File: src/rtl/arrow_scancode_pkg.sv
// Shared constants and types for the arrow-key scancode path.
//   SC_EXT / SC_BREAK : PS/2 set-2 extended prefix and break prefix bytes
//   SC_LEFT..SC_UP    : arrow-key codes, also used by the arrow-key decoder
//   tx_state_e        : transmitter sequence states (IDLE/PREFIX/BRK/CODE)
//   key_code()        : key index (0=left,1=down,2=right,3=up) -> code byte
//   lowest_set()      : index of the lowest set bit of a 4-bit vector
package arrow_scancode_pkg;

  localparam logic [7:0] SC_EXT   = 8'hE0;
  localparam logic [7:0] SC_BREAK = 8'hF0;
  localparam logic [7:0] SC_LEFT  = 8'h6B;
  localparam logic [7:0] SC_DOWN  = 8'h72;
  localparam logic [7:0] SC_RIGHT = 8'h74;
  localparam logic [7:0] SC_UP    = 8'h75;

  typedef enum logic [1:0] {
    ST_IDLE   = 2'd0,
    ST_PREFIX = 2'd1,
    ST_BRK    = 2'd2,
    ST_CODE   = 2'd3
  } tx_state_e;

  function automatic logic [7:0] key_code(input logic [1:0] idx);
    case (idx)
      2'd0:    key_code = SC_LEFT;
      2'd1:    key_code = SC_DOWN;
      2'd2:    key_code = SC_RIGHT;
      default: key_code = SC_UP;
    endcase
  endfunction

  // Scans from the top down so the lowest set index wins.
  function automatic logic [1:0] lowest_set(input logic [3:0] v);
    lowest_set = 2'd0;
    for (int i = 3; i >= 0; i--) begin
      if (v[i]) lowest_set = 2'(i);
    end
  endfunction

endpackage

File: src/rtl/arrow_typematic_timer.sv
// Typematic delay/period counter.
//   clk, reset : clock, synchronous active-high reset
//   clear      : drop back to the initial-delay phase with a zero count
//   enable     : count this cycle
//   fire       : high on the enabled cycle that completes the current interval
// The first interval is REPEAT_DELAY clocks, every later one REPEAT_PERIOD
// clocks, until clear. The count freezes while enable is low, so the
// in-flight repeat sequence does not restart the delay phase.
module arrow_typematic_timer #(
  parameter int REPEAT_DELAY  = 1000,
  parameter int REPEAT_PERIOD = 100,
  parameter int CNT_W         = 16
) (
  input  logic clk,
  input  logic reset,
  input  logic clear,
  input  logic enable,
  output logic fire
);

  localparam logic [CNT_W-1:0] DELAY_LAST  = CNT_W'(REPEAT_DELAY - 1);
  localparam logic [CNT_W-1:0] PERIOD_LAST = CNT_W'(REPEAT_PERIOD - 1);

  logic [CNT_W-1:0] count_q, count_d;
  logic             armed_q, armed_d;  // first repeat already fired
  logic [CNT_W-1:0] limit;

  always_comb begin
    limit   = armed_q ? PERIOD_LAST : DELAY_LAST;
    fire    = enable && !clear && (count_q == limit);
    count_d = count_q;
    armed_d = armed_q;
    if (clear) begin
      count_d = '0;
      armed_d = 1'b0;
    end else if (fire) begin
      count_d = '0;
      armed_d = 1'b1;
    end else if (enable) begin
      count_d = count_q + 1'b1;
    end
  end

  always_ff @(posedge clk) begin
    if (reset) begin
      count_q <= '0;
      armed_q <= 1'b0;
    end else begin
      count_q <= count_d;
      armed_q <= armed_d;
    end
  end

endmodule

File: src/rtl/arrow_scancode_tx.sv
// Arrow-key scancode transmitter (PS/2 set-2 extended make/break).
//   clk, reset           : clock, synchronous active-high reset
//   left/down/right/up   : debounced level inputs, synchronous to clk
//   tx_data/tx_valid     : scancode byte stream out
//   tx_ready             : byte accepted when tx_valid && tx_ready
//   busy                 : high whenever a sequence is in flight
// Handshake: once tx_valid rises, tx_valid and tx_data hold until the cycle
// tx_valid && tx_ready is true; only that cycle advances the sequence.
// Optional feature: define TYPEMATIC_EN to re-send the make of the most
// recently pressed key while it stays held (arrow_typematic_timer).
module arrow_scancode_tx
  import arrow_scancode_pkg::*;
#(
  parameter int REPEAT_DELAY  = 1000,
  parameter int REPEAT_PERIOD = 100,
  parameter int CNT_W         = 16
) (
  input  logic       clk,
  input  logic       reset,
  input  logic       left,
  input  logic       down,
  input  logic       right,
  input  logic       up,
  output logic [7:0] tx_data,
  output logic       tx_valid,
  input  logic       tx_ready,
  output logic       busy
);

  tx_state_e  state_q, state_d;
  logic [3:0] key_q, key_d;
  logic [3:0] reported_q, reported_d;  // key state last fully sent
  logic [1:0] idx_q, idx_d;            // key of the sequence in flight
  logic       is_break_q, is_break_d;
  logic [3:0] pending;
  logic       accept;
  logic       rpt_fire;

  assign pending = key_q ^ reported_q;
  assign accept  = tx_valid && tx_ready;

`ifdef TYPEMATIC_EN
  logic [1:0] last_idx_q, last_idx_d;
  logic       last_valid_q, last_valid_d;
  logic       held, rpt_enable, rpt_clear;

  // "Most recently made key still held" = reported as made and still down.
  assign held       = last_valid_q && key_q[last_idx_q] && reported_q[last_idx_q];
  assign rpt_enable = (state_q == ST_IDLE) && (pending == 4'd0) && held;
  assign rpt_clear  = !held || ((state_q == ST_IDLE) && (pending != 4'd0));

  always_comb begin
    last_idx_d   = last_idx_q;
    last_valid_d = last_valid_q;
    if (state_q == ST_CODE && accept && !is_break_q) begin
      last_idx_d   = idx_q;
      last_valid_d = 1'b1;
    end
  end

  always_ff @(posedge clk) begin
    if (reset) begin
      last_idx_q   <= 2'd0;
      last_valid_q <= 1'b0;
    end else begin
      last_idx_q   <= last_idx_d;
      last_valid_q <= last_valid_d;
    end
  end

  arrow_typematic_timer #(
    .REPEAT_DELAY (REPEAT_DELAY),
    .REPEAT_PERIOD(REPEAT_PERIOD),
    .CNT_W        (CNT_W)
  ) u_timer (
    .clk   (clk),
    .reset (reset),
    .clear (rpt_clear),
    .enable(rpt_enable),
    .fire  (rpt_fire)
  );
`else
  localparam int unused_cfg = REPEAT_DELAY + REPEAT_PERIOD + CNT_W;
  assign rpt_fire = 1'b0;
`endif

  // State register.
  always_ff @(posedge clk) begin
    if (reset) begin
      state_q    <= ST_IDLE;
      key_q      <= 4'd0;
      reported_q <= 4'd0;
      idx_q      <= 2'd0;
      is_break_q <= 1'b0;
    end else begin
      state_q    <= state_d;
      key_q      <= key_d;
      reported_q <= reported_d;
      idx_q      <= idx_d;
      is_break_q <= is_break_d;
    end
  end

  // Next-state logic.
  always_comb begin
    key_d      = {up, right, down, left};
    state_d    = state_q;
    reported_d = reported_q;
    idx_d      = idx_q;
    is_break_d = is_break_q;
    case (state_q)
      ST_IDLE: begin
        if (pending != 4'd0) begin
          idx_d      = lowest_set(pending);
          is_break_d = reported_q[lowest_set(pending)];
          state_d    = ST_PREFIX;
        end else if (rpt_fire) begin
`ifdef TYPEMATIC_EN
          idx_d      = last_idx_q;
`endif
          is_break_d = 1'b0;
          state_d    = ST_PREFIX;
        end
      end
      ST_PREFIX: if (accept) state_d = is_break_q ? ST_BRK : ST_CODE;
      ST_BRK:    if (accept) state_d = ST_CODE;
      ST_CODE: begin
        if (accept) begin
          reported_d[idx_q] = ~is_break_q;
          state_d           = ST_IDLE;
        end
      end
      default: state_d = ST_IDLE;
    endcase
  end

  // Outputs depend only on registered state, so they are stable while waiting.
  always_comb begin
    tx_valid = (state_q != ST_IDLE);
    busy     = (state_q != ST_IDLE);
    case (state_q)
      ST_PREFIX: tx_data = SC_EXT;
      ST_BRK:    tx_data = SC_BREAK;
      ST_CODE:   tx_data = key_code(idx_q);
      default:   tx_data = 8'h00;
    endcase
  end

endmodule
File: config.mk
export PLATFORM = sky130hd
export DESIGN_NAME = arrow_scancode_tx
export DESIGN_NICKNAME = d
export VERILOG_FILES = /design/src/rtl/arrow_scancode_pkg.sv /design/src/rtl/arrow_typematic_timer.sv /design/src/rtl/arrow_scancode_tx.sv
export SDC_FILE = /design/constraint.sdc
export NUM_CORES = 1
export LEC_CHECK = 0
export BUFFER_PORTS_ARGS = -buffer_cell sky130_fd_sc_hd__buf_2
export CORE_MARGIN = 3
export CORE_UTILIZATION = 50
export CTS_CLUSTER_SIZE = 24
export DETAILED_ROUTE_END_ITERATION = 10
export PLACE_DENSITY_LB_ADDON = 0.05
export RECOVER_POWER = 25
export SLEW_MARGIN = 20
export SYNTH_ARGS = -nofsm -noshare
export SYNTH_HDL_FRONTEND = slang
export SYNTH_HIERARCHICAL = 1
export SYNTH_SLANG_ARGS = --single-unit
File: constraint.sdc
create_clock -name clk -period 1.8 [get_ports clk]
set_input_delay 0.36 -clock clk [delete_from_list [all_inputs] [get_ports clk]]
set_output_delay 0.36 -clock clk [all_outputs]
set_load 0.05 [all_outputs]
==> implementation parameters <==
Parameter                              Value

Status
  Result of the run ... completed

Logic synthesis
  Synthesized instance count ... 95
  Post-Synth Simple-Gate Area ... 0.177
  Adder-cell share of the synthesized area ... 0.165
  Synthesized area divided by synthesized cell count ... 8.63 um2
  Leading post-synthesis cells by instance count ... 13 x sky130_fd_sc_hd__dfxtp_1, 10 x sky130_fd_sc_hd__ha_1, 9 x sky130_fd_sc_hd__inv_1, 9 x sky130_fd_sc_hd__nor2_1
  Most frequently used cell type in the post-synthesis netlist ... sky130_fd_sc_hd__dfxtp_1
  Fraction of synthesized cell area in xor and xnor cells ... 0.0534
  Prevailing post-synth register cell ... sky130_fd_sc_hd__dfxtp_1
  Share of the synthesized area in compound gates (AO/OA/AOI/OAI) ... 0.176
  Number of warning messages in the yosys log ... 6
  Synthesized net count ... about 110
  Synth top area cells ... sky130_fd_sc_hd__dfxtp_1 32%, sky130_fd_sc_hd__ha_1 15%, sky130_fd_sc_hd__xor2_1 4.3%
  Cell type with the highest aggregate area in the netlist ... sky130_fd_sc_hd__dfxtp_1
  Flip-flop and latch count after synthesis ... 13
  Share of the synthesized area in the top cell type ... 0.318
  Share of flip-flops with an asynchronous set or reset ... 0
  EDFF count, synth ... 0
  Summed instance area of the synthesized netlist ... 820 um2
  Largest family of logic cells by synthesized area ... simple AND/OR/NAND/NOR gates
  Portion of netlist area occupied by mux cells ... 0.0244
  Number of library cell types mapped by synthesis ... 33
  Fraction of the yosys area taken by sequential cells ... 0.318

Setup path
  Number of cells on the worst reg-to-reg path ... 6
  CP Data Arrival Time ... 1350 ps
  Crit path capture type ... output port
  Crit path kind ... register to output port
  CP Launch Type ... register
  Required time of the worst setup path ... ~1400 ps
  Critical Path Fanout Max ... 6

Global routing
  Wire length of the first global-routing pass ... 2390 um
  Global-route usage over all layers ... 0.156
  GRT Residual Overflow ... 0
  Via count of the first global-routing pass ... between 500 and 600
  Initial antenna violation count ... 0
  Maximum number of pins on one net before global-route repair ... 14

Clock tree
  Number of clock sinks seen by CTS ... 13
  CTS tree ... built
  Clock slew seen by the registers of the worst setup and hold paths ... 70 ps
  H-tree depth ... 1
  Clock root buffer ... sky130_fd_sc_hd__clkbuf_4
  Clk buf depth ... 2
  Total CTS buffers ... 3
  Clock latency on the worst-skew pair ... 280 ps
  Hold-fix buffers at CTS ... 0

Pwr
  Tot Pwr ... 0.00148 W
  Leakage ... around 0.46 nW
  Combinational share of power ... 0.626
  Seq pwr share ... 0.255
  Net switching power ... 0.000771 W
  Internal power component ... 0.000706 W
  Net switching fraction of the power ... 0.522
  Power per cell area ... roughly 1500 mW/mm2
  Peak supply drop ... between 1 and 1.5 mV
  Clock Power Share ... 0.120

Timing
  Fraction of the cycle the final worst path needs ... 0.950
  RSZ-0062 raised after global routing ... no
  Final worst hold slack ... 289 ps
  Hold violation count in the final report ... 0
  Post-layout minimum cycle time ... 1710 ps
  Max Freq ... 0.585 GHz
  Setup violators final ... 0
  Number of max-slew violations in the final report ... 0
  Post-route clock skew ... 1.92 ps
  Final total negative setup slack ... 0 ps
  Worst Tran Pin Value ... 569 ps
  Relative slew slack ... 0.621

Hold path
  Type of the worst min-delay path ... primary input to register
  Hold Path Cell Cnt ... 2

Routing
  Final routed DRC violation total ... 0
  Via-per-instance ratio ... 5.31
  Routed length per instance ... 12.3 um
  Number of vias after detailed routing ... 664
  Routed wire length ... 1540 um
  Remaining number of nets flagged by the antenna check after routing ... 0
  Iteration count of the initial detailed-routing pass ... 4
  DR iter-0 viols ... 10

Die
  Vert. Die Dim ... 46.5 um
  Core area ... 0.00142 mm2
  Std cell rows ... 13
  Die footprint ... 0.00216 mm2
  Die boundary width ... 46.5 um
  # IOs ... 17
  Initial standard-cell utilization of the core ... 0.579

Finish
  Synth-to-Final Area Change ... 22.3%
  Layout cells sized above 1 ... 0.327
  Area of all placed cells without fillers ... roughly 0.001 mm2
  Diodes inserted ... 0
  Number of filler cells placed in the layout ... 119
  Number of nets in the final layout ... 128

Place
  Placement Cell Area ... a little over 900 um2
  DP Wirelength ... 1200 um
  Count of buffers inserted at the top-level ports ... 16
  Routability Congestion ... 0.764

Job
  Max capacitance violation total ... 0
==> logic make-up after synthesis <==
group	Yosys count
compound gates	20
simple gates	29
buf+inv	15
xor+xnor	5
mux	2
fa+ha+maj	11
flops	13
==> worst max-delay path: stages (launching register included) <==
cell,delay (ps)
sky130_fd_sc_hd__dfxtp_2,370
sky130_fd_sc_hd__inv_2,70
sky130_fd_sc_hd__ha_4,170
sky130_fd_sc_hd__clkinvlp_4,110
sky130_fd_sc_hd__nand2_4,90
sky130_fd_sc_hd__nor2_4,120
sky130_fd_sc_hd__buf_8,150
==> power groups by stage <==
stage,combinational [W],clock [W],sequential (W)
finish,0.000924,0.000177,0.000376
global route,0.000983,0.000196,0.000382
CTS,0.000884,0.000183,0.000373
detailed placement,0.000858,0,0.000374
global placement,0.000847,0,0.000372
floorplan,0.000767,0,0.000366
==> path summary, 6_finish.rpt <==
kind | startpoint | to | slack [ps]
hold reg to reg | idx_q[0] | idx_q[0] | 490
setup / recovery | state_q[0] | tx_data[0] | 90
hold / removal | left | key_q[0] | 290
setup reg to reg | state_q[0] | state_q[1] | 170
==> layout make-up <==
type                    count  area (um2)  area share
well taps                  15        18.8      0.0187
clock inverters             1        5.00     0.00499
clock buffers               3        22.5      0.0225
flip-flops and latches     13         264       0.263
repair buffers             17         114       0.114
multi-input cells          67         541       0.539
inverters                   9        37.5      0.0375
==> per-layer routing <==
layer	vias up	global-route usage	share of wire
met1	306	0.189	0.48
met5	-	0	0
met4	0	0.0170	0
met2	11	0.266	0.48
met3	0	0.0586	0.046
li1	347	-	-
==> through the flow <==
step	utilization	setup WS, ps	std cells
floorplan	-	-12.9	95
global placement	0.648	157	121
detailed placement	0.648	113	121
CTS	0.691	20.0	125
global route	0.708	9.98	125
finish	0.708	90.8	125
==> state kept, by name, summed over array words and instances (netlist names) <==
signal,count
is_break_q,1
idx_q,2
reported_q,4
key_q,4
state_q,2
==> repair_timing <==
action,4_1_cts,5_1_grt
endpoints found under the setup margin,3,5
gates resized for setup,12,10
buffers inserted,0,0
==> cell usage in the layout, fill, tap and decap left out, types with 2 or more instances in the layout <==
| cell | count |
|---|---|
| sky130_fd_sc_hd__ha_2 | 2 |
| sky130_fd_sc_hd__inv_1 | 6 |
| sky130_fd_sc_hd__buf_4 | 2 |
| sky130_fd_sc_hd__xor2_1 | 4 |
| sky130_fd_sc_hd__nor3_1 | 2 |
| sky130_fd_sc_hd__nand2_1 | 4 |
| sky130_fd_sc_hd__buf_6 | 2 |
| sky130_fd_sc_hd__inv_2 | 2 |
| sky130_fd_sc_hd__dfxtp_2 | 3 |
| sky130_fd_sc_hd__nor2b_1 | 5 |
| sky130_fd_sc_hd__nand2b_1 | 2 |
| sky130_fd_sc_hd__o21ai_0 | 3 |
| sky130_fd_sc_hd__a21oi_1 | 5 |
| sky130_fd_sc_hd__nor2_2 | 2 |
| sky130_fd_sc_hd__mux2i_1 | 2 |
| sky130_fd_sc_hd__nor2_1 | 4 |
| sky130_fd_sc_hd__clkbuf_4 | 4 |
| sky130_fd_sc_hd__a31oi_1 | 2 |
| sky130_fd_sc_hd__dfxtp_1 | 10 |
| sky130_fd_sc_hd__buf_2 | 10 |
| sky130_fd_sc_hd__ha_1 | 7 |
| sky130_fd_sc_hd__nor2_4 | 3 |
No activity file was read; power rests on OpenSTA's default activity.
